File: config.mk
export PLATFORM = sky130hd
export DESIGN_NAME = cdb_arbiter
export DESIGN_NICKNAME = d
export VERILOG_FILES = /design/src/rtl/cdb_arbiter_pkg.sv /design/src/rtl/cdb_req_queue.sv /design/src/rtl/cdb_arbiter.sv
export SDC_FILE = /design/constraint.sdc
export NUM_CORES = 1
export LEC_CHECK = 0
export CORE_ASPECT_RATIO = 0.8
export CORE_MARGIN = 1
export CORE_UTILIZATION = 56
export CTS_CLUSTER_SIZE = 40
export DETAILED_ROUTE_END_ITERATION = 12
export GPL_ROUTABILITY_DRIVEN = 0
export HOLD_SLACK_MARGIN = 0.03
export PLACE_DENSITY = 0.81
export SLEW_MARGIN = 30
export SYNTH_ARGS = -nofsm -noshare
export SYNTH_HDL_FRONTEND = slang
export SYNTH_SLANG_ARGS = --single-unit
File: constraint.sdc
create_clock -name clk_in -period 3.4 [get_ports clk_in]
set_input_delay 0.51 -clock clk_in [delete_from_list [all_inputs] [get_ports clk_in]]
set_output_delay 0.51 -clock clk_in [all_outputs]
set_load 0.02 [all_outputs]
File: src/rtl/cdb_arbiter_pkg.sv
// ----------------------------------------------------------------------------
// cdb_arbiter_pkg
// Shared constants and helpers for the common-data-bus arbiter.
//
// `ROB_WIDTH_BIT and the requester indices normally come from the shared
// const.v. The guarded default below only applies when const.v has not been
// included earlier in the compile.
//
// Contents:
//   cdb_src_e  - requester index of each write-back unit (ALU/RS, LSB, BRU)
//   CDB_DATA_W - width of a broadcast result value
//   next_index - modulo increment used to advance the round-robin pointer
// ----------------------------------------------------------------------------
`ifndef ROB_WIDTH_BIT
`define ROB_WIDTH_BIT 4
`endif

package cdb_arbiter_pkg;

    typedef enum logic [1:0] {
        CDB_SRC_ALU = 2'd0,
        CDB_SRC_LSB = 2'd1,
        CDB_SRC_BRU = 2'd2
    } cdb_src_e;

    localparam int CDB_DATA_W = 32;

    // Advances an index by one and wraps it to zero at n.
    function automatic int unsigned next_index(input int unsigned idx, input int unsigned n);
        return (idx + 1 >= n) ? 0 : idx + 1;
    endfunction

endpackage

File: src/rtl/cdb_req_queue.sv
// ----------------------------------------------------------------------------
// cdb_req_queue
// Small FIFO that holds the results one requester has produced but that
// have not been broadcast yet. The arbiter gates push and pop, so this block
// only does the bookkeeping. A flush takes priority over everything else.
//
// Ports:
//   clk_in     - clock, rising edge
//   rst_n_in   - asynchronous active-low reset
//   push       - write push_data at the tail
//   push_data  - {rob_id, value} entry
//   pop        - drop the current head
//   flush      - empty the queue and ignore push/pop this edge
//   count      - number of valid entries (0..DEPTH)
//   head       - oldest entry; only meaningful when count != 0
// ----------------------------------------------------------------------------
module cdb_req_queue #(
    parameter int DEPTH = 2,
    parameter int WIDTH = 36
) (
    input  logic                     clk_in,
    input  logic                     rst_n_in,
    input  logic                     push,
    input  logic [WIDTH-1:0]         push_data,
    input  logic                     pop,
    input  logic                     flush,
    output logic [$clog2(DEPTH):0]   count,
    output logic [WIDTH-1:0]         head
);

    localparam int PTR_W = (DEPTH > 1) ? $clog2(DEPTH) : 1;

    logic [WIDTH-1:0] mem [DEPTH];
    logic [PTR_W-1:0] rd_ptr;
    logic [PTR_W-1:0] wr_ptr;

    function automatic logic [PTR_W-1:0] next_ptr(input logic [PTR_W-1:0] p);
        return (p == PTR_W'(DEPTH - 1)) ? '0 : p + 1'b1;
    endfunction

    always_ff @(posedge clk_in or negedge rst_n_in) begin
        if (!rst_n_in) begin
            rd_ptr <= '0;
            wr_ptr <= '0;
            count  <= '0;
        end else if (flush) begin
            rd_ptr <= '0;
            wr_ptr <= '0;
            count  <= '0;
        end else begin
            if (push) begin
                wr_ptr <= next_ptr(wr_ptr);
            end
            if (pop) begin
                rd_ptr <= next_ptr(rd_ptr);
            end
            // A push and a pop at the same edge leave the occupancy unchanged.
            if (push && !pop) begin
                count <= count + 1'b1;
            end else if (pop && !push) begin
                count <= count - 1'b1;
            end
        end
    end

    // Storage has no reset; the count alone decides which entries are live.
    always_ff @(posedge clk_in) begin
        if (push && !flush) begin
            mem[wr_ptr] <= push_data;
        end
    end

    assign head = mem[rd_ptr];

endmodule

File: src/rtl/cdb_arbiter.sv
// ----------------------------------------------------------------------------
// cdb_arbiter
// Collects write-back results from NUM_REQ execution units. Each unit has
// its own holding queue. Every active cycle the arbiter picks at most one
// queue head and broadcasts it on the registered common data bus.
//
// Optional feature: when CDB_OLDEST_FIRST_EN is defined, the grant goes to
// the head closest to rob_id_head (oldest instruction), and ties go to the
// lowest index. Otherwise arbitration is round-robin and rob_id_head is
// ignored.
//
// Ports:
//   clk_in, rst_n_in        - clock (rising edge), asynchronous active-low reset
//   rdy_in                  - global ready; low freezes the whole block
//   clear                   - mispredict flush: empties queues, drops pushes
//   rob_id_head             - oldest ROB entry (oldest-first mode only)
//   req_valid / req_ready   - per-requester handshake
//   req_rob_id / req_value  - flattened entries, requester i at slice i
//   cdb_valid/rob_id/value  - registered broadcast, one-cycle pulse per grant
//   cdb_src                 - index of the requester behind the broadcast
// ----------------------------------------------------------------------------
module cdb_arbiter
    import cdb_arbiter_pkg::*;
#(
    parameter int NUM_REQ      = 3,
    parameter int QUEUE_DEPTH  = 2,
    parameter int ROB_SIZE_BIT = `ROB_WIDTH_BIT
) (
    input  logic                              clk_in,
    input  logic                              rst_n_in,
    input  logic                              rdy_in,
    input  logic                              clear,
    input  logic [ROB_SIZE_BIT-1:0]           rob_id_head,
    input  logic [NUM_REQ-1:0]                req_valid,
    output logic [NUM_REQ-1:0]                req_ready,
    input  logic [NUM_REQ*ROB_SIZE_BIT-1:0]   req_rob_id,
    input  logic [NUM_REQ*CDB_DATA_W-1:0]     req_value,
    output logic                              cdb_valid,
    output logic [ROB_SIZE_BIT-1:0]           cdb_rob_id,
    output logic [CDB_DATA_W-1:0]             cdb_value,
    output logic [$clog2(NUM_REQ)-1:0]        cdb_src
);

    localparam int SRC_W   = $clog2(NUM_REQ);
    localparam int ENTRY_W = ROB_SIZE_BIT + CDB_DATA_W;
    localparam int CNT_W   = $clog2(QUEUE_DEPTH) + 1;

    logic [CNT_W-1:0]   count [NUM_REQ];
    logic [ENTRY_W-1:0] head  [NUM_REQ];
    logic [NUM_REQ-1:0] push;
    logic [NUM_REQ-1:0] pop;
    logic [NUM_REQ-1:0] nonempty;
    logic               active;
    logic               grant_valid;
    logic [SRC_W-1:0]   grant_idx;
    logic [ENTRY_W-1:0] grant_entry;

    assign active = rdy_in && !clear;

    // Ready comes only from the registered count. A full queue refuses an
    // entry even when its head is popped at the same edge.
    genvar g;
    generate
        for (g = 0; g < NUM_REQ; g++) begin : gen_queue
            assign req_ready[g] = rst_n_in && active && (count[g] < CNT_W'(QUEUE_DEPTH));
            assign push[g]      = req_valid[g] && req_ready[g];
            assign nonempty[g]  = (count[g] != '0);
            assign pop[g]       = active && grant_valid && (grant_idx == SRC_W'(g));

            cdb_req_queue #(
                .DEPTH (QUEUE_DEPTH),
                .WIDTH (ENTRY_W)
            ) u_queue (
                .clk_in    (clk_in),
                .rst_n_in  (rst_n_in),
                .push      (push[g]),
                .push_data ({req_rob_id[g*ROB_SIZE_BIT +: ROB_SIZE_BIT],
                             req_value[g*CDB_DATA_W +: CDB_DATA_W]}),
                .pop       (pop[g]),
                .flush     (clear),
                .count     (count[g]),
                .head      (head[g])
            );
        end
    endgenerate

`ifdef CDB_OLDEST_FIRST_EN
    logic [ROB_SIZE_BIT-1:0] age;
    logic [ROB_SIZE_BIT-1:0] best_age;

    // Age is the head's distance from the ROB head modulo the ROB size, so
    // the comparison stays correct when ROB ids wrap around. The strict '<'
    // keeps the lowest index on a tie.
    always_comb begin
        grant_valid = 1'b0;
        grant_idx   = '0;
        grant_entry = '0;
        age         = '0;
        best_age    = '0;
        for (int i = 0; i < NUM_REQ; i++) begin
            age = head[i][ENTRY_W-1 -: ROB_SIZE_BIT] - rob_id_head;
            if (nonempty[i] && (!grant_valid || age < best_age)) begin
                grant_valid = 1'b1;
                grant_idx   = SRC_W'(i);
                grant_entry = head[i];
                best_age    = age;
            end
        end
    end
`else
    logic [SRC_W-1:0] rr_ptr;
    int               cand;
    logic             unused_rob_id_head;

    assign unused_rob_id_head = ^rob_id_head;

    // Round-robin: the search starts at rr_ptr and takes the first
    // non-empty queue, wrapping past the last requester.
    always_comb begin
        grant_valid = 1'b0;
        grant_idx   = '0;
        grant_entry = '0;
        cand        = 0;
        for (int k = 0; k < NUM_REQ; k++) begin
            cand = (int'(rr_ptr) + k) % NUM_REQ;
            if (!grant_valid && nonempty[cand]) begin
                grant_valid = 1'b1;
                grant_idx   = SRC_W'(cand);
                grant_entry = head[cand];
            end
        end
    end
`endif

    // Broadcast register. A flush wins over rdy_in. While rdy_in is low,
    // every register holds its value, so an in-flight grant stays on the bus.
    always_ff @(posedge clk_in or negedge rst_n_in) begin
        if (!rst_n_in) begin
            cdb_valid  <= 1'b0;
            cdb_rob_id <= '0;
            cdb_value  <= '0;
            cdb_src    <= '0;
`ifndef CDB_OLDEST_FIRST_EN
            rr_ptr     <= '0;
`endif
        end else if (clear) begin
            cdb_valid  <= 1'b0;
`ifndef CDB_OLDEST_FIRST_EN
            rr_ptr     <= '0;
`endif
        end else if (rdy_in) begin
            cdb_valid <= grant_valid;
            if (grant_valid) begin
                cdb_rob_id <= grant_entry[ENTRY_W-1 -: ROB_SIZE_BIT];
                cdb_value  <= grant_entry[CDB_DATA_W-1:0];
                cdb_src    <= grant_idx;
`ifndef CDB_OLDEST_FIRST_EN
                rr_ptr     <= SRC_W'(next_index(int'(grant_idx), NUM_REQ));
`endif
            end
        end
    end

endmodule

==> flow_summary.yaml <==
outcome:
  status: "complete, no violations"
global_routing:
  grt_util_all_layers: 0.2804
  grt_max_degree: 109
  top_usage_layer: "met2"
  grt-ovfl-total: 0
  grt_pass1_vias: 9177
  grt_use_met3: 0.04743
  antenna_found_initial: 0
  grt_util_met2: 0.4750
  grt_pass1_wl_um: 49320
  grt_util_met1: 0.3467
clocking:
  cts_max_level: 1
  cts_max_path_buffers: 3
  numCtsBuffers: 27
  cts_setup_buffers: 0
  cts-root-buf: "clkbuf_16"
  path_clk_slew_ns: 0.07
  clock_latency_ns: 0.53
  cts_sinks: 269
  cts_tree: "done"
  cts_resized: 0
  ctsHoldBuffers: 0
floorplanning:
  ioPinCount: 161
  die_w_um: 170.4
  start_util: 0.5795
  chipHeight_um: 136.7
  coreArea_mm2: 0.02192
  rows: 48
  dieArea_mm2: 0.02329
yosys:
  synth_edf_count: 216
  synthAdderAreaFrac: 0.003940
  yosys.area_share.simple: 0.1070
  synth_area_mm2: 0.01270
  ys_seq_area_frac: 0.6151
  netlist.area_leader.share: 0.5106
  ys_warn_count: 0
  synth_top_flop_cell: "edfxtp_1"
  synthTopCellsByArea: "edfxtp_1 (51%), dfrtp_1 (10%), a211oi_1 (6.4%), mux2i_1 (5.7%), nor2_1 (5.6%)"
  postSynthCellCount: 1064
  async_flop_share: 0.1970
  syn_avg_cell_area_um2: 11.94
  synth_cell_types: 51
  synth_mux_area_frac: 0.08954
  synth_top_family_by_area: "compound AO/OA/AOI/OAI gates"
  syn_nets: 1187
  yosysTopAreaCell: "edfxtp_1"
  synth_compound_area_frac: 0.1485
  synth_seq_cells: 269
  synth_xor_area_frac: 0.008274
detailed_routing:
  firstDrtPassIters: 8
  ant_nets: 0
  via_per_inst: 6.235
  drcViolationCount: 0
  drt_wl_total_um: 32350
  drtIter0Drc: 999
  wl_per_cell_um: 21.34
  num_vias: 9453
worst_hold_path:
  holdCritPathClass: "in2async"
place:
  dp.final_hpwl_um: 20990
  port_buffers: 156
  dp.cells: 1466
critical_path:
  critPathArrivalTime_ns: 3.55
  path_max_fanout: 58
  rrSetupSlack_ns: 0.31
  rr_endpoint: "cdb_value[30]"
  r2r_cells: 9
  r2r-start: "rr_ptr[0]"
  crit_path_end_kind: "register"
  required_ns: 3.86
  startpoint: "rr_ptr[0]"
  crit_type: "reg2reg"
  cp-start-kind: "register"
power_and_ir_drop:
  leakage_uw: 0.005154
  power.density_mw_per_mm2: 750.8
  peakVddDrop_mv: 0.4913
sta:
  tightest_slew_ns: 0.7911
  rsz0062_at_grt: "false"
  hold_violations: 0
  min_period_ns: 3.089
  finalSetupTns_ns: 0
  timing.final.crit_share: 0.9084
  max_freq_ghz: 0.3238
  drv_slew: 0
  maxSlewHeadroom: 0.4726
  setup_viol_count_final: 0
  skew_ns: 0.01248
final_layout:
  area_growth_pct: 22.45
  fin_nets: 1318
  fin_cells: 1516
  layout-drive-gt1-share: 0.1243
run:
  drv_cap: 0
[cell families after synthesis]
kind of cell               Yosys count
and+or+nand+nor                    311
AOI/OAI and AO/OA                  274
xor gates and xnor gates            12
buffers and inverters               85
muxes                              109
DFF                                269
adders and majority gates            4
[power by group]
part           leakage [µW]  internal [µW]  switching, µW
Combinational       0.00206           1870           2680
Clock              0.000445           1820           1230
Sequential          0.00265           3850            237
[registers in the layout, summed over array words and instances, names as in the netlist]
register	cells
gen_queue.u_queue.wr_ptr	3
gen_queue.u_queue.mem	216
cdb_rob_id	4
cdb_src	2
rr_ptr	2
cdb_value	32
cdb_valid	1
gen_queue.u_queue.rd_ptr	3
gen_queue.u_queue.count	6
[metrics by stage]
| step | util | hold WS [ns] | area [µm²] | power, µW | setup slack [ns] |
|---|---|---|---|---|---|
| after global routing | 0.7094 | 0.2499 | 15550 | 12170 | 0.1533 |
| final | 0.7095 | 0.1856 | 15550 | 11680 | 0.3113 |
| after global placement | 0.6680 | 0.4684 | 14640 | 8407 | 0.5620 |
| after CTS | 0.7092 | 0.2037 | 15550 | 11610 | 0.3825 |
| after floorplan | - | 0.2144 | 12700 | 7064 | 0.1343 |
| after detailed placement | 0.6680 | 0.4793 | 14640 | 8556 | 0.4374 |
[layer usage]
| layer | up-vias | wire length, µm |
|---|---|---|
| li1 | 4264 | - |
| met1 | 4525 | 12100 |
| met2 | 544 | 15800 |
| met3 | 120 | 2629 |
| met4 | 0 | 1811 |
| met5 | - | 0 |
[cell usage after synthesis (3+ instances only)]
cell      count
nor3_1       39
nand2b_1      4
nand2_1      44
nor2b_1      15
o21ai_1      47
buf_1        12
xor2_1        3
a211oi_1    108
inv_1         4
xnor2_1       9
mux2i_1      72
buf_2        20
a21oi_1       4
a31o_2       25
edfxtp_1    216
a21o_1        3
clkbuf_1     48
mux2_2       36
dfrtp_1      53
and3_1        3
ha_1          4
a31o_1       11
nor2_1      190
o21ai_0      61
[layout by cell type, fill, tap and decap left out, types with 4 or more instances in the layout]
cell             netlist  final
xnor2_1                9      9
o21ai_0               61     61
mux2i_1               72     72
nand2b_1               4      4
nor2_1               190    187
clkbuf_1              48      6
mux2_2                36     36
bufinv_16              0      4
a21oi_1                4      4
a31o_1                11     11
inv_1                  4      4
nor3_1                39     39
dfrtp_1               53     51
clkdlybuf4s50_1        0    155
nor2b_1               15     15
a211oi_1             108    108
clkinv_2               0      6
buf_12                 0      6
nand2_1               44     43
a31o_2                25     25
clkbuf_16              0     27
edfxtp_1             216    216
buf_4                  0     20
o21ai_1               47     47
[worst max-delay path, cell delays in order, from the launching register on]
cell	delay, ns
dfrtp_1	0.43
inv_1	0.12
ha_4	0.68
nand2b_1	0.26
buf_4	0.31
o32ai_4	0.14
buf_4	0.42
o21ai_0	0.22
a31o_2	0.31
o21ai_1	0.11
[worst max path at each step]
stage | endpoint | slack (ns) | cells past startpoint
5_1_grt | cdb_value[2] | 0.15 | 9
3_3_place_gp | cdb_value[9] | 0.56 | 9
4_1_cts | cdb_value[30] | 0.38 | 9
3_5_place_dp | cdb_value[7] | 0.44 | 9
6_report | cdb_value[30] | 0.31 | 9
2_1_floorplan | gen_queue[1].u_queue.mem[0][0] | 0.13 | 4
[cell type report]
cell class                      instances  area [µm²]
Sequential cell                       269        7815
Fill cell                            1496        6367
Multi-Input combinational cell        710        4603
Timing Repair Buffer                  183        1838
Clock buffer                           36       739.5
Tap cell                              300       375.4
Clock inverter                         13       165.2
Inverter                                4       15.01
Antenna cell                            1       2.502
Power figures use the tool's default switching activity.
